$ cat src/rtl/ikaopm_noise_multi.sv
// ikaopm_noise_multi
// Multi-channel noise source. Each channel has a frequency divider, a 17-bit
// LFSR that can fold down to a 7-bit sub-LFSR (short mode), and a signed
// output scaled by its attenuation. Channels share only the clock, the reset
// and the clock enable. Channel 0's LFSR bit 0 also drives the LFO noise bit.
module ikaopm_noise_multi #(
    parameter int NCH       = 1,
    parameter int FRQ_W     = 5,
    parameter int LFSR_W    = 17,
    parameter int TAP       = 3,
    parameter int SHORT_W   = 7,
    parameter int SHORT_TAP = 1,
    parameter int ATT_W     = 10,
    parameter int OUT_W     = 14
) (
    input  logic                   i_EMUCLK,
    input  logic                   i_MRST,
    input  logic                   i_CEN_n,
    input  logic [NCH*FRQ_W-1:0]   i_NFRQ,
    input  logic [NCH-1:0]         i_MODE,
    input  logic [NCH*ATT_W-1:0]   i_ATTEN,
    output logic [NCH-1:0]         o_TICK,
    output logic [NCH*OUT_W-1:0]   o_NOISE,
    output logic                   o_LFO_NOISE
);

    // Left-justify the inverted attenuation just below the sign bit.
    localparam int MAG_SHIFT = OUT_W - 1 - ATT_W;

    genvar k;
    generate
        for (k = 0; k < NCH; k++) begin : g_ch
            logic [FRQ_W-1:0]  w_nfrq;
            logic [ATT_W-1:0]  w_atten;
            logic [ATT_W-1:0]  w_atten_inv;
            logic              w_mode;
            logic              w_term;
            logic              w_long_zero;
            logic              w_short_zero;
            logic              w_fb;
            logic              w_sfb;
            logic [LFSR_W-1:0] w_lfsr_nxt;
            logic [OUT_W-1:0]  w_mag;
            logic [OUT_W-1:0]  w_noise_nxt;

            logic [FRQ_W-1:0]  r_cnt;
            logic              r_tick;
            logic [LFSR_W-1:0] r_lfsr;
            logic              r_sign;
            logic [OUT_W-1:0]  r_noise;

            assign w_nfrq      = i_NFRQ[k*FRQ_W +: FRQ_W];
            assign w_atten     = i_ATTEN[k*ATT_W +: ATT_W];
            assign w_mode      = i_MODE[k];
            assign w_atten_inv = ~w_atten;

            // Terminal count is equality only, so a code change that leaves the
            // counter above the new terminal value just wraps around first.
            assign w_term       = (r_cnt == ~w_nfrq);
            assign w_long_zero  = (r_lfsr == '0);
            assign w_short_zero = (r_lfsr[SHORT_W-1:0] == '0);

            // Divider: count up every step, reload and emit a one-step tick at terminal count.
            always_ff @(posedge i_EMUCLK or posedge i_MRST) begin
                if (i_MRST) begin
                    r_cnt  <= '0;
                    r_tick <= 1'b0;
                end else if (!i_CEN_n) begin
                    if (w_term) begin
                        r_cnt  <= '0;
                        r_tick <= 1'b1;
                    end else begin
                        r_cnt  <= r_cnt + 1'b1;
                        r_tick <= 1'b0;
                    end
                end
            end

            // Next LFSR value; an all-zero active field is kicked out by forcing ones in.
            always_comb begin
                w_fb  = r_lfsr[0] ^ r_lfsr[TAP];
                w_sfb = r_lfsr[0] ^ r_lfsr[SHORT_TAP];
                if (w_mode ? w_short_zero : w_long_zero) begin
                    w_fb  = 1'b1;
                    w_sfb = 1'b1;
                end
                w_lfsr_nxt = {w_fb, r_lfsr[LFSR_W-1:1]};
                if (w_mode) begin
                    w_lfsr_nxt[SHORT_W-1] = w_sfb;
                end
            end

            // LFSR and sign advance on the step after the divider's terminal count.
            always_ff @(posedge i_EMUCLK or posedge i_MRST) begin
                if (i_MRST) begin
                    r_lfsr <= '0;
                    r_sign <= 1'b0;
                end else if (!i_CEN_n && r_tick) begin
                    r_lfsr <= w_lfsr_nxt;
                    r_sign <= r_lfsr[0];
                end
            end

            assign w_mag       = {{(OUT_W-ATT_W){1'b0}}, w_atten_inv} << MAG_SHIFT;
            assign w_noise_nxt = (&w_atten) ? '0 : (r_sign ? -w_mag : w_mag);

            // Output sample registered every step from the current sign and attenuation.
            always_ff @(posedge i_EMUCLK or posedge i_MRST) begin
                if (i_MRST) begin
                    r_noise <= '0;
                end else if (!i_CEN_n) begin
                    r_noise <= w_noise_nxt;
                end
            end

            assign o_TICK[k]                = r_tick;
            assign o_NOISE[k*OUT_W +: OUT_W] = r_noise;

            if (k == 0) begin : g_lfo
                assign o_LFO_NOISE = r_lfsr[0];
            end
        end
    endgenerate

endmodule

$ cat config.mk
export PLATFORM = sky130hd
export DESIGN_NAME = ikaopm_noise_multi
export DESIGN_NICKNAME = d
export VERILOG_FILES = /design/src/rtl/ikaopm_noise_multi.sv
export SDC_FILE = /design/constraint.sdc
export NUM_CORES = 1
export LEC_CHECK = 0
export CAP_MARGIN = 20
export CORE_UTILIZATION = 47
export CTS_CLUSTER_SIZE = 14
export DETAILED_ROUTE_END_ITERATION = 8
export PLACE_DENSITY = 0.74
export SETUP_SLACK_MARGIN = 0.4
export SLEW_MARGIN = 5
export SYNTH_ARGS = -nofsm -noshare
export SYNTH_HDL_FRONTEND = slang
export SYNTH_SLANG_ARGS = --single-unit
export TNS_END_PERCENT = 1
$ cat constraint.sdc
create_clock -name i_EMUCLK -period 1.57 [get_ports i_EMUCLK]
set_input_delay 0.157 -clock i_EMUCLK [delete_from_list [all_inputs] [get_ports i_EMUCLK]]
set_output_delay 0.157 -clock i_EMUCLK [all_outputs]
set_load 0.02 [all_outputs]
==> qor.yml <==
clocking:
  clk_latency_ps: 330
  clockBufferDepth: 2
  htreeDepth: 2
  numCtsBuffers: 5
  clkTransAtPathRegs_ps: 100
  cts_tree: "done"
  cts.sink_count: 35
  cts_root_buf: "clkbuf_4"
final_layout:
  layout_common_cells: "dfrtp_1, clkdlybuf4s50_1, buf_4"
  num-nets-final: 226
  seqCellArea_um2: 876
  layout-drive-gt1-share_pct: 22.9
  num_antenna_cells: 0
  multiInputGateArea_um2: 771
  instances_no_fill: 251
  final_common_cell: "dfrtp_1"
  syn_to_final_growth_pct: 34.1
  final_area_um2: 2240
  fill_cells: 290
synthesis:
  ys_ff_latch: 35
  synthArstFlopShare_pct: 100
  yosysWarnings: 0
  synth.distinct_cells: 29
  synth_edf_count: 0
  synthesis.area_um2: 1670
  synth_seq_area_share_pct: 52.3
  synthFlopType: "dfrtp_1"
  synth_cells: 152
  avgSynthCellArea_um2: 11.0
die:
  initial_core_util_pct: 49.8
  dieArea_um2: 3800
  core.rowCount: 21
  io_pins: 35
  fp.coreArea_um2: 3360
  die_y_um: 61.7
  die_x_um: 61.7
route:
  vias: 1267
  drt-pass1-iter-count: 4
  drc: 0
  antenna_left: 0
  wl_per_cell_um: 12.6
  wirelength_mm: 3.17
  vias_per_cell: 5.05
  drtIter0Drc: 67
global_routing:
  grt_first_pass_wirelength_mm: 5.13
  grtUsageMet1_pct: 22.0
  grt_max_degree: 36
  grt_use_total_pct: 19.0
  busiest_layer: "met2"
  overflow: 0
  grt_pass1_vias: 1237
  antenna_found_initial: 0
  grt.met2_usage_pct: 32.9
  use_met3_pct: 6.30
sta:
  grt_setup_unrepaired: "true"
  max_freq_mhz: 678
  fin_worst_skew_ps: 9.87
  slew_violations: 0
  post-route-period-util_pct: 93.9
  fin_crit_ps: 1470
  setup_violations: 0
  hold_viol: 0
place:
  hpwlAfterDp_mm: 2.45
  dp_cells: 241
  gp_congestion: 0.851
  port_buffers: 31
  placed_area_um2: 2160
hold_path:
  hp-class: "primary input to async pin"
job:
  cap_violations: 0
pwr:
  power.density_nw_per_um2: 1390
  leakage_nw: 1.05
  ir_drop_v: 0.000728
worst_setup_path:
  r2r-end: "g_ch[0].r_lfsr[16]"
  crit_type: "flip-flop to flip-flop"
  start_kind: "flip-flop"
  r2r_slack_ps: 100
  r2r_cells: 4
  arrival_ps: 1730
  rr_startpoint: "g_ch[0].r_lfsr[11]"
  crit_path_max_fanout: 2
  cp-end-kind: "flip-flop"
  cp.required_ps: 1820
run_status:
  outcome: "finished, final reports clean"
-- synth_stat cells, types with 2 or more instances --
| library cell | number | area, um^2 |
|---|---|---|
| buf_2 | 2 | 10.0 |
| nand2b_1 | 2 | 12.5 |
| buf_4 | 3 | 22.5 |
| o31ai_1 | 3 | 22.5 |
| a22o_1 | 5 | 43.8 |
| xnor2_1 | 7 | 61.3 |
| nand2_1 | 14 | 52.6 |
| or4_1 | 2 | 15.0 |
| nor2_1 | 7 | 26.3 |
| nand3_1 | 7 | 35.0 |
| mux2_2 | 15 | 169 |
| o21ai_0 | 11 | 55.1 |
| nor2b_1 | 3 | 18.8 |
| nor4_1 | 3 | 18.8 |
| dfrtp_1 | 35 | 876 |
| inv_1 | 6 | 22.5 |
| clkbuf_1 | 3 | 11.3 |
| xor2_1 | 10 | 87.6 |
| o221ai_1 | 2 | 17.5 |
| ha_1 | 3 | 37.5 |
-- state kept, by name, summed over array words and instances (netlist names) --
name	count
g_ch.r_sign	1
g_ch.r_cnt	5
o_NOISE	11
g_ch.r_lfsr	17
o_TICK	1
-- how the worst max path moves through the flow --
stage | startpoint | to | slack [ps] | cells after the start
6_report | g_ch[0].r_lfsr[11] | g_ch[0].r_lfsr[16] | 100 | 4
5_1_grt | g_ch[0].r_lfsr[11] | g_ch[0].r_lfsr[16] | 40 | 4
4_1_cts | g_ch[0].r_lfsr[11] | g_ch[0].r_lfsr[16] | 90 | 4
3_5_place_dp | i_ATTEN[0] | o_NOISE[13] | -220 | 6
3_3_place_gp | i_ATTEN[0] | o_NOISE[4] | -120 | 6
2_1_floorplan | g_ch[0].r_lfsr[10] | g_ch[0].r_lfsr[16] | 210 | 4
-- stage by stage --
| step | util (%) | setup slack, ps | hold slack, ps | TNS (ps) | total power (W) |
|---|---|---|---|---|---|
| floorplan | - | 208 | 255 | 0 | 0.00220 |
| global placement | 64.1 | -117 | 460 | -756 | 0.00265 |
| detailed placement | 64.1 | -224 | 475 | -1530 | 0.00271 |
| CTS | 66.2 | 93.5 | 214 | 0 | 0.00318 |
| global route | 66.7 | 36.3 | 274 | 0 | 0.00339 |
| finish | 66.7 | 95.8 | 208 | 0 | 0.00313 |
-- cell type report --
type	instances	area share, %
Multi-Input combinational cell	105	34.3
Sequential cell	35	39.0
Clock buffer	6	1.84
Timing Repair Buffer	51	20.7
Inverter	6	1.00
Tap cell	46	2.56
Clock inverter	2	0.557
-- layer usage --
layer | routed length [um] | vias to the layer above
met2 | 1670 | 24
li1 | - | 631
met3 | 125 | 6
met4 | 39 | 0
met1 | 1340 | 606
met5 | 0 | -
-- report_power, final --
part	switching (W)	internal (W)	total [W]
clock network	0.000283	0.000173	0.000456
registers	0.000266	0.00119	0.00146
logic	0.000562	0.000656	0.00122
-- what timing repair did --
action / CTS / global route
setup buffers: 1 / 1
pin swaps: 1 / 0
resized for setup: 10 / 2
hold buffers: 0 / 0
endpoints found under the hold margin: 0 / 0
endpoints found under the setup margin: 44 / 46
-- cells by family (layout without fill, tap and decap cells) --
kind of cell    after synthesis  in the layout  share of synthesized area (%)
compound gates               25             25                           9.94
mux                          16             16                           10.7
flops                        35             35                           52.3
simple gates                 41             41                           11.7
xor+xnor                     17             17                           8.89
other cells                   1              3                          0.224
fa+ha+maj                     3              3                           2.24
buf+inv                      14             65                           3.96
-- worst max-delay path: stages (launching register included) --
cell	delay, ps
dfrtp_1	390
or4_4	550
nor4_4	230
o21ai_1	100
a31oi_1	140
No activity file was read; power rests on OpenSTA's default activity.
